===== config.mk =====
export PLATFORM = sky130hd
export DESIGN_NAME = excp_ctrl_flat
export DESIGN_NICKNAME = d
export VERILOG_FILES = /design/src/rtl/excp_ctrl_pkg.sv /design/src/rtl/excp_ctrl_if.sv /design/src/rtl/excp_ctrl_prio.sv /design/src/rtl/excp_ctrl.sv /design/src/flat_wrapper.sv
export SDC_FILE = /design/constraint.sdc
export NUM_CORES = 1
export LEC_CHECK = 0
export CORE_MARGIN = 4
export CORE_UTILIZATION = 41
export DETAILED_ROUTE_END_ITERATION = 16
export GPL_TIMING_DRIVEN = 0
export HOLD_SLACK_MARGIN = 0.06
export PLACE_DENSITY = 0.86
export SYNTH_ARGS = -nofsm -noshare
export SYNTH_HDL_FRONTEND = slang
export SYNTH_SLANG_ARGS = --single-unit

===== constraint.sdc =====
create_clock -name clk -period 9.81 [get_ports clk]
set_input_delay 1.962 -clock clk [delete_from_list [all_inputs] [get_ports clk]]
set_output_delay 1.962 -clock clk [all_outputs]
set_load 0.005 [all_outputs]

===== src/rtl/excp_ctrl_pkg.sv =====
// Shared event codes, FSM encodings and the interrupt-request rule for the
// exception control stage in front of CP0.
package excp_ctrl_pkg;

    localparam logic [31:0] EXC_INT     = 32'h0000_0004;
    localparam logic [31:0] EXC_SYSCALL = 32'h0000_0100;
    localparam logic [31:0] EXC_ERET    = 32'h0000_0200;
    localparam logic [31:0] EXC_NONE    = 32'h0000_0000;

    localparam logic [1:0] EXS_IDLE     = 2'd0;
    localparam logic [1:0] EXS_REPORT   = 2'd1;
    localparam logic [1:0] EXS_FLUSH    = 2'd2;
    localparam logic [1:0] EXS_REDIRECT = 2'd3;

    typedef struct packed {
        logic        valid;
        logic [31:0] code;
        logic [31:0] target;
    } excp_evt_t;

    // Interrupts are masked while EXL is set or IE is clear.
    function automatic logic int_request(input logic       ie,
                                         input logic       exl,
                                         input logic [5:0] im,
                                         input logic [5:0] ip,
                                         input logic       intimer);
        return ie & ~exl & ((|(ip & im)) | intimer);
    endfunction

endpackage


===== src/rtl/excp_ctrl_if.sv =====
// MEM-stage / CP0 side bundle of the exception control stage.
interface excp_ctrl_if;
    logic        inst_valid;
    logic [31:0] inst_pc;
    logic        is_syscall;
    logic        is_eret;
    logic [31:0] status;
    logic [31:0] cause;
    logic        intimer;
    logic [31:0] epc;

    logic [31:0] excptype;
    logic [31:0] excpc;
    logic        flush;
    logic        stall_fetch;
    logic        redirect;
    logic [31:0] redirect_pc;

    modport master (
        output inst_valid, inst_pc, is_syscall, is_eret, status, cause, intimer, epc,
        input  excptype, excpc, flush, stall_fetch, redirect, redirect_pc
    );

    modport slave (
        input  inst_valid, inst_pc, is_syscall, is_eret, status, cause, intimer, epc,
        output excptype, excpc, flush, stall_fetch, redirect, redirect_pc
    );
endinterface


===== src/rtl/excp_ctrl_prio.sv =====
// Combinational event priority: interrupt > syscall > eret, with the
// redirect target each event will use.
module excp_ctrl_prio
    import excp_ctrl_pkg::*;
#(
    parameter logic [31:0] EXC_VECTOR = 32'h0000_0040
) (
    input  logic [31:0] status,
    input  logic [31:0] cause,
    input  logic        intimer,
    input  logic        is_syscall,
    input  logic        is_eret,
    input  logic [31:0] epc,
    output excp_evt_t   evt
);

    logic int_req_s;
    logic unused_s;

    assign int_req_s = int_request(status[0], status[1], status[15:10], cause[15:10], intimer);
    assign unused_s  = ^{status[31:16], status[9:2], cause[31:16], cause[9:0]};

    // Priority encode the candidate event and its target.
    always_comb begin
        evt = '{valid: 1'b0, code: EXC_NONE, target: 32'h0000_0000};
        if (int_req_s) begin
            evt = '{valid: 1'b1, code: EXC_INT, target: EXC_VECTOR};
        end else if (is_syscall) begin
            evt = '{valid: 1'b1, code: EXC_SYSCALL, target: EXC_VECTOR};
        end else if (is_eret) begin
            evt = '{valid: 1'b1, code: EXC_ERET, target: epc};
        end else begin
            evt = '{valid: 1'b0, code: EXC_NONE, target: 32'h0000_0000};
        end
    end

endmodule


===== src/rtl/excp_ctrl.sv =====
// Exception/interrupt sequencer: one-cycle CP0 report, pipeline flush, then
// a single PC redirect to the handler vector or EPC.
module excp_ctrl
    import excp_ctrl_pkg::*;
#(
    parameter logic [31:0] EXC_VECTOR   = 32'h0000_0040,
    parameter int unsigned FLUSH_CYCLES = 2
) (
    input  logic        clk,
    input  logic        rst,
    excp_ctrl_if.slave  bus
);

    localparam logic [2:0] FLUSH_CNT_INIT = 3'(FLUSH_CYCLES - 1);

    excp_evt_t   evt_s;
    logic [1:0]  state_q, state_d;
    logic [2:0]  cnt_q, cnt_d;
    logic [31:0] target_q, target_d;
    logic [31:0] excptype_q, excptype_d;
    logic [31:0] excpc_q, excpc_d;
    logic        flush_q, flush_d;
    logic        stall_q, stall_d;
    logic        redirect_q, redirect_d;
    logic [31:0] redirect_pc_q, redirect_pc_d;

    excp_ctrl_prio #(.EXC_VECTOR(EXC_VECTOR)) u_prio (
        .status     (bus.status),
        .cause      (bus.cause),
        .intimer    (bus.intimer),
        .is_syscall (bus.is_syscall),
        .is_eret    (bus.is_eret),
        .epc        (bus.epc),
        .evt        (evt_s)
    );

    // Next state and next registered outputs; outputs reflect the state being entered.
    always_comb begin
        state_d       = state_q;
        cnt_d         = cnt_q;
        target_d      = target_q;
        excptype_d    = EXC_NONE;
        excpc_d       = 32'h0000_0000;
        flush_d       = 1'b0;
        stall_d       = 1'b0;
        redirect_d    = 1'b0;
        redirect_pc_d = 32'h0000_0000;
        case (state_q)
            EXS_IDLE: begin
                if (bus.inst_valid && evt_s.valid) begin
                    state_d    = EXS_REPORT;
                    cnt_d      = FLUSH_CNT_INIT;
                    target_d   = evt_s.target;
                    excptype_d = evt_s.code;
                    excpc_d    = bus.inst_pc;
                    flush_d    = 1'b1;
                    stall_d    = 1'b1;
                end else begin
                    state_d = EXS_IDLE;
                end
            end
            EXS_REPORT, EXS_FLUSH: begin
                // REPORT already counts as the first flush cycle.
                if (cnt_q == 3'd0) begin
                    state_d       = EXS_REDIRECT;
                    stall_d       = 1'b1;
                    redirect_d    = 1'b1;
                    redirect_pc_d = target_q;
                end else begin
                    state_d = EXS_FLUSH;
                    cnt_d   = cnt_q - 3'd1;
                    flush_d = 1'b1;
                    stall_d = 1'b1;
                end
            end
            EXS_REDIRECT: begin
                state_d = EXS_IDLE;
            end
            default: begin
                state_d = EXS_IDLE;
                cnt_d   = 3'd0;
            end
        endcase
    end

    // State, latched target and registered outputs.
    always_ff @(posedge clk or posedge rst) begin
        if (rst) begin
            state_q       <= EXS_IDLE;
            cnt_q         <= 3'd0;
            target_q      <= 32'h0000_0000;
            excptype_q    <= EXC_NONE;
            excpc_q       <= 32'h0000_0000;
            flush_q       <= 1'b0;
            stall_q       <= 1'b0;
            redirect_q    <= 1'b0;
            redirect_pc_q <= 32'h0000_0000;
        end else begin
            state_q       <= state_d;
            cnt_q         <= cnt_d;
            target_q      <= target_d;
            excptype_q    <= excptype_d;
            excpc_q       <= excpc_d;
            flush_q       <= flush_d;
            stall_q       <= stall_d;
            redirect_q    <= redirect_d;
            redirect_pc_q <= redirect_pc_d;
        end
    end

    assign bus.excptype    = excptype_q;
    assign bus.excpc       = excpc_q;
    assign bus.flush       = flush_q;
    assign bus.stall_fetch = stall_q;
    assign bus.redirect    = redirect_q;
    assign bus.redirect_pc = redirect_pc_q;

endmodule

===== src/flat_wrapper.sv =====
// flat-port wrapper written by rule: the top's interface ports become plain ports
module excp_ctrl_flat import excp_ctrl_pkg::*;
#(
    parameter logic [31:0] EXC_VECTOR   = 32'h0000_0040,
    parameter int unsigned FLUSH_CYCLES = 2
)
  (clk, rst, bus_inst_valid, bus_inst_pc, bus_is_syscall, bus_is_eret, bus_status, bus_cause, bus_intimer, bus_epc, bus_excptype, bus_excpc, bus_flush, bus_stall_fetch, bus_redirect, bus_redirect_pc);
  excp_ctrl_if bus_i ();
  input  logic clk;
  input  logic rst;
  input wire logic [$bits(bus_i.inst_valid)-1:0] bus_inst_valid;
  input wire logic [$bits(bus_i.inst_pc)-1:0] bus_inst_pc;
  input wire logic [$bits(bus_i.is_syscall)-1:0] bus_is_syscall;
  input wire logic [$bits(bus_i.is_eret)-1:0] bus_is_eret;
  input wire logic [$bits(bus_i.status)-1:0] bus_status;
  input wire logic [$bits(bus_i.cause)-1:0] bus_cause;
  input wire logic [$bits(bus_i.intimer)-1:0] bus_intimer;
  input wire logic [$bits(bus_i.epc)-1:0] bus_epc;
  output wire logic [$bits(bus_i.excptype)-1:0] bus_excptype;
  output wire logic [$bits(bus_i.excpc)-1:0] bus_excpc;
  output wire logic [$bits(bus_i.flush)-1:0] bus_flush;
  output wire logic [$bits(bus_i.stall_fetch)-1:0] bus_stall_fetch;
  output wire logic [$bits(bus_i.redirect)-1:0] bus_redirect;
  output wire logic [$bits(bus_i.redirect_pc)-1:0] bus_redirect_pc;
  assign bus_i.inst_valid = bus_inst_valid;
  assign bus_i.inst_pc = bus_inst_pc;
  assign bus_i.is_syscall = bus_is_syscall;
  assign bus_i.is_eret = bus_is_eret;
  assign bus_i.status = bus_status;
  assign bus_i.cause = bus_cause;
  assign bus_i.intimer = bus_intimer;
  assign bus_i.epc = bus_epc;
  assign bus_excptype = bus_i.excptype;
  assign bus_excpc = bus_i.excpc;
  assign bus_flush = bus_i.flush;
  assign bus_stall_fetch = bus_i.stall_fetch;
  assign bus_redirect = bus_i.redirect;
  assign bus_redirect_pc = bus_i.redirect_pc;
  excp_ctrl #(.EXC_VECTOR(EXC_VECTOR), .FLUSH_CYCLES(FLUSH_CYCLES)) u_core (.clk(clk), .rst(rst), .bus(bus_i));
endmodule

Word level (Yosys, flattened, before mapping)
Index checks and enable logic that the tools add are counted.
{"block": "totals", "word_cells": 49, "latchBits": 0, "mem_bits_ro": 0, "mem_bits_rw": 0, "mem_count": 0, "out_inout_bits": 99, "reg_bits": 136}
{"block": "op_classes", "order_cmp": 0, "mul": 0, "muxes": 21, "eq_ne": 5, "shift": 0, "n_reduce_logical": 8, "div": 0, "bitwise": 5, "addsub": 1}
{"operator": "two-way mux 65 bit", "count": 3}
{"operator": "two-way mux 32 bit", "count": 6}
{"operator": "bitwise AND 6 bit", "count": 1}
{"operator": "two-way mux 1 bit", "count": 6}
{"operator": "two-way mux 3 bit", "count": 2}
{"operator": "one-hot mux 2 bit (3 select lines)", "count": 1}
{"operator": "one-hot mux 3 bit (2 select lines)", "count": 1}
{"operator": "OR reduction 6 bit", "count": 1}
{"operator": "== test 2 bit (second input constant)", "count": 2}
{"operator": "one-hot mux 1 bit (2 select lines)", "count": 2}
{"operator": "zero test 3 bit", "count": 1}
{"operator": "AND reduction 3 bit", "count": 1}
{"operator": "subtractor 3 x 1 -> 3 bit (second input constant)", "count": 1}
{"operator": "bitwise AND 1 bit", "count": 2}
{"operator": "== test 2 x 1 -> 1 bit (second input constant)", "count": 1}
{"operator": "zero test 2 bit", "count": 1}
{"operator": "inequality test 2 x 1 -> 1 bit (second input constant)", "count": 1}
{"operator": "inequality test 2 bit (second input constant)", "count": 1}
{"operator": "AND reduction 2 bit", "count": 1}
{"operator": "nonzero test 2 bit", "count": 1}
{"operator": "OR reduction 2 bit", "count": 1}
{"operator": "logical AND 1 bit", "count": 1}
{"operator": "inverter 1 bit", "count": 1}
{"operator": "bitwise OR 1 bit", "count": 1}

Logic depth before layout (Yosys ltp)
{"block": "depth", "word_depth": 8, "depth_mapped": 7}

Hierarchy
A second synthesis with hierarchy kept.
{"block": "hier_totals", "cells_unflattened": 390, "area_unflattened_um2": 5541.6}
{"mod": "excp_ctrl", "cells_each": 312, "seq_area_each_um2": 3403.3, "instances": 1, "area_each_um2": 4822.1}
{"mod": "excp_ctrl_prio", "cells_each": 78, "seq_area_each_um2": 0.0, "instances": 1, "area_each_um2": 719.4}

Worst setup path after synthesis
OpenSTA, ideal clock, no wires.
{"block": "synth_timing", "path_type": "input port to flip-flop", "from": "input port bus_cause[10]", "to": "register u_core.target_q[6]", "path_stages": 5, "n_path_buf": 1, "setup_ps": 121, "arrival_time_ps": 3224, "required_ps": 9689, "setup_slack_ps": 6465, "path_cell_list": "a222oi_1 a31oi_2 nor4b_4 buf_4 a2bb2oi_1"}
{"block": "synth_between", "elab_chain_len": 7}
{"item": "start, declared", "line": "flat_wrapper.sv:16", "rtl": "input wire logic [$bits(bus_i.cause)-1:0] bus_cause;"}
{"item": "bitwise AND 6 bit (*)", "line": "excp_ctrl_pkg.sv:27", "rtl": "return ie & ~exl & ((|(ip & im)) | intimer);"}
{"item": "OR reduction 6 bit (*)", "line": "excp_ctrl_pkg.sv:27"}
{"item": "bitwise OR 1 bit (*)", "line": "excp_ctrl_pkg.sv:27"}
{"item": "bitwise AND 1 bit (*)", "line": "excp_ctrl_pkg.sv:27"}
{"item": "two-way mux 65 bit (*)", "line": "excp_ctrl_prio.sv:26", "rtl": "if (int_req_s) begin"}
{"item": "logical AND 1 bit", "line": "excp_ctrl.sv:50", "rtl": "if (bus.inst_valid && evt_s.valid) begin"}
{"item": "AND reduction 2 bit (no line)"}
{"item": "end signal, assigned", "line": "excp_ctrl.sv:101", "rtl": "target_q <= target_d;"}
{"item": "end, declared", "line": "excp_ctrl.sv:19", "rtl": "logic [31:0] target_q, target_d;"}
Mark *: on every way between the ends. The rest lies on a longest branch, timed or not.
A chain may end at the register's enable or synchronous reset.

Final worst setup path
{"block": "layout_timing", "from": "input port bus_cause[10]", "to": "register u_core.target_q[16]"}
Same word-level chain as after synthesis.

==> impl_results.md <==
* Worst-case clock buffer depth at 2
* CTS tree: done
* Fmax at 272 MHz
* Switch share at 29.5%
* Die W at 107 um
* Min-delay worst type: reg2reg
* DR iter-0 viols at 33
* First-pass GRT wire length at 14.3 mm
* Peak supply drop at 0.0000874 V
* DRT antenna net count at 0
* PD cells at 194 nW/um2
* Num Clock Sinks at 107
* CTS hold repair buffers at 0
* Layout cells sized above 1 at 12.0%
* Post-CTS Setup Inserts at 0
* Die area at 11400 um2
* Worst path buffer plus inverter count at 2
* Synth top area share at 67.0%
* Worst-case clock skew at 0.0169 ns
* Detailed-router iteration count before antenna repair at 4
* DP HPWL at 7.14 mm
* Worst-Margin Slew at 0.503 ns
* Ports at 233
* Synthesized instance count at 294
* GRT Total Usage at 16.0%
* Seq cells post-synth at 107
* HP Start: u_core.target_q[30]$_DFFE_PP0P_
* Syn avg cell area at 13.6 um2
* Register area share after synthesis at 67.0%
* DR DRC count at 0
* Leading post-synthesis cells by cell area: dfrtp_1, and2_1, a22o_1
* Drt wl/cell at 14.8 um
* CP max stage delay at 0.47 ns
* Required time worst endpoint at 10.12 ns
* Max_slew headroom at 66.2%
* Antenna Diode Count at 0
* Die Y at 107 um
* Clock buffer count from CTS at 9
* Yosys top cell by area: dfrtp_1
* Vias per cell at 4.54
* Clock power frac at 22.7%
* Post-Route WL at 9.16 mm
* Area growth from synthesis to layout at 50.8%
* Design Area, Final at 6020 um2
* Cell with the most instances after synthesis: dfrtp_1
* Slowest CP cell: a222oi_1
* Clk slew on worst S/H paths at 0.10 ns
* Port Buffer Count at 153
* Number of enable flip-flop cells after synthesis at 0
* GPL Wtd Cong at 0.761
* Hold Crit Depth at 1
* Area after DPL at 5820 um2
* Async SR Flop Fraction at 100%
* Initial antenna violation count at 0
* Worst path top cell family by delay: compound AO/OA/AOI/OAI gates
* Period utilization at 37.4%
* Fin crit period at 3.67 ns
* H-Tree Level Count at 3
* Top_reg_cell synth: dfrtp_1
* Via count at 2817
* LEAKAGE at 2.87 nW
* Worst Path Max Fanout at 10
* Total gr overflow at 0
* Critical path, cell by cell: clkdlybuf4s50_1, a222oi_1, nand3_1, o31ai_2, buf_2, a22o_1
* Vias in the first global route at 2917
* Core Footprint at 9370 um2
* Final setup TNS at 0 ns
* Largest net degree at the start of global routing at 76
* Worst r2r src: u_core.state_q[0]$_DFF_PP0_
* Status: finished clean
* Yosys Warn Count at 0
* Final setup viols at 0
* Synthesized area at 4000 um2
* Arr. time, crit path at 3.98 ns
* Post-CTS sizing at 0
* Root Buffer: clkbuf_8
* FP Rows at 35
* Hold EP: u_core.bus.redirect_pc[30]$_DFF_PP0_
* Post-synth cell types at 32
* Hold Fails Final Rpt at 0
* Sequential power share at 48.4%
* Starting density of the core at 42.6%
* Critical path class: in2reg
* RSZ-0062 raised after global routing: no
* CP endpoint kind: flop
* Register-to-Register Path Depth at 7
* Internal power at 824 uW
* Most frequent cells after synthesis: dfrtp_1, and2_1, buf_4
* Final nets at 626
* Max-slew violations at 0
* FF-to-FF End: u_core.cnt_q[0]$_DFFE_PP0P_
* Comb power frac at 28.9%
* Worst skew pair latency at 0.38 ns
* Net switching power at 344 uW
* FF-to-FF setup slack at 7.52 ns
* CP startpoint kind: input port
* Max_cap viols at 0
==> power by group through the flow <==
| stage | logic [mW] | clock network (mW) | registers (mW) |
|---|---|---|---|
| after floorplan | 0.174 | 0 | 0.571 |
| after global placement | 0.324 | 0 | 0.572 |
| after detailed placement | 0.338 | 0 | 0.576 |
| after CTS | 0.342 | 0.273 | 0.567 |
| after global routing | 0.369 | 0.288 | 0.576 |
| final | 0.337 | 0.265 | 0.566 |
==> final cells by class <==
| type | instances | area, um2 |
|---|---|---|
| timing repair buffer | 154 | 1560 |
| clock inverter | 7 | 76.3 |
| multi-input combinational | 164 | 1110 |
| inverter | 9 | 36.3 |
| clock buffer | 9 | 124 |
| tap | 129 | 161 |
| sequential | 107 | 2680 |
| fill | 720 | 3350 |
| buffer | 42 | 284 |
==> worst reg2reg max path, cell delays in order (launching register included) <==
cell and delay (ns):
dfrtp_1 0.37, inv_1 0.06, ha_1 0.40, and3b_1 0.19, clkbuf_1 0.37, nor3b_1 0.10, a21oi_1 0.32, mux2_2 0.38
==> kinds of logic after synthesis <==
| group | Yosys count | synth area share (%) |
|---|---|---|
| DFF | 107 | 67.0 |
| adders and majority gates | 5 | 1.57 |
| buffers and inverters | 51 | 7.95 |
| AOI/OAI and AO/OA | 50 | 10.4 |
| other | 1 | 0.0938 |
| and+or+nand+nor | 78 | 12.5 |
| muxes | 2 | 0.532 |
==> layout by cell type, fill, tap and decap left out, types with 2 or more instances in the layout <==
| master | count |
|---|---|
| dfrtp_1 | 107 |
| nor3b_1 | 2 |
| inv_1 | 8 |
| nand3_1 | 2 |
| clkbuf_1 | 7 |
| a21oi_1 | 5 |
| clkbuf_8 | 9 |
| o21ai_0 | 3 |
| conb_1 | 29 |
| ha_1 | 5 |
| clkinv_4 | 2 |
| nand2_1 | 2 |
| clkdlybuf4s50_1 | 153 |
| a22o_1 | 31 |
| and2_1 | 64 |
| buf_4 | 33 |
| a211oi_1 | 2 |
| nand2b_1 | 2 |
| buf_2 | 2 |
| nor2_1 | 2 |
| inv_8 | 3 |
==> per-stage QoR <==
| stage | total power [mW] | hold WS [ns] | setup WS [ns] | std cells | util, % |
|---|---|---|---|---|---|
| finish | 1.17 | 0.490 | 6.14 | 621 | 64.3 |
| global route | 1.23 | 0.504 | 6.00 | 621 | 64.3 |
| CTS | 1.18 | 0.492 | 6.10 | 621 | 64.3 |
| detailed placement | 0.914 | 0.468 | 5.72 | 605 | 62.1 |
| global placement | 0.896 | 0.462 | 3.68 | 604 | 61.8 |
| floorplan | 0.746 | 0.454 | 5.03 | 322 | - |
==> layer usage <==
metal	share of wire, %	vias up	track usage [%]
met2	51	145	28.7
met3	12	16	7.77
li1	-	1314	-
met4	2.1	0	5.57
met5	0	-	0
met1	34	1342	16.2
==> state kept, by name (all words and copies together) (netlist names) <==
signal / flops
u_core.bus.stall_fetch: 1
u_core.bus.excpc: 32
u_core.bus.flush: 1
u_core.bus.redirect_pc: 32
u_core.bus.excptype: 3
u_core.state_q: 2
u_core.bus.redirect: 1
u_core.target_q: 32
u_core.cnt_q: 3
==> worst max-delay path by stage <==
stage / depth (start not counted) / slack (ns) / startpoint / endpoint
2_1_floorplan: 1 / 5.03 / rst / u_core.bus.excpc[0]$_DFF_PP0_
3_3_place_gp: 2 / 3.68 / rst / u_core.bus.redirect_pc[31]$_DFF_PP0_
3_5_place_dp: 6 / 5.72 / bus_status[10] / u_core.target_q[10]$_DFFE_PP0P_
4_1_cts: 6 / 6.10 / bus_cause[10] / u_core.target_q[16]$_DFFE_PP0P_
5_1_grt: 6 / 6.00 / bus_cause[10] / u_core.target_q[8]$_DFFE_PP0P_
6_report: 6 / 6.14 / bus_cause[10] / u_core.target_q[16]$_DFFE_PP0P_
(Power assumes the default switching activity.)
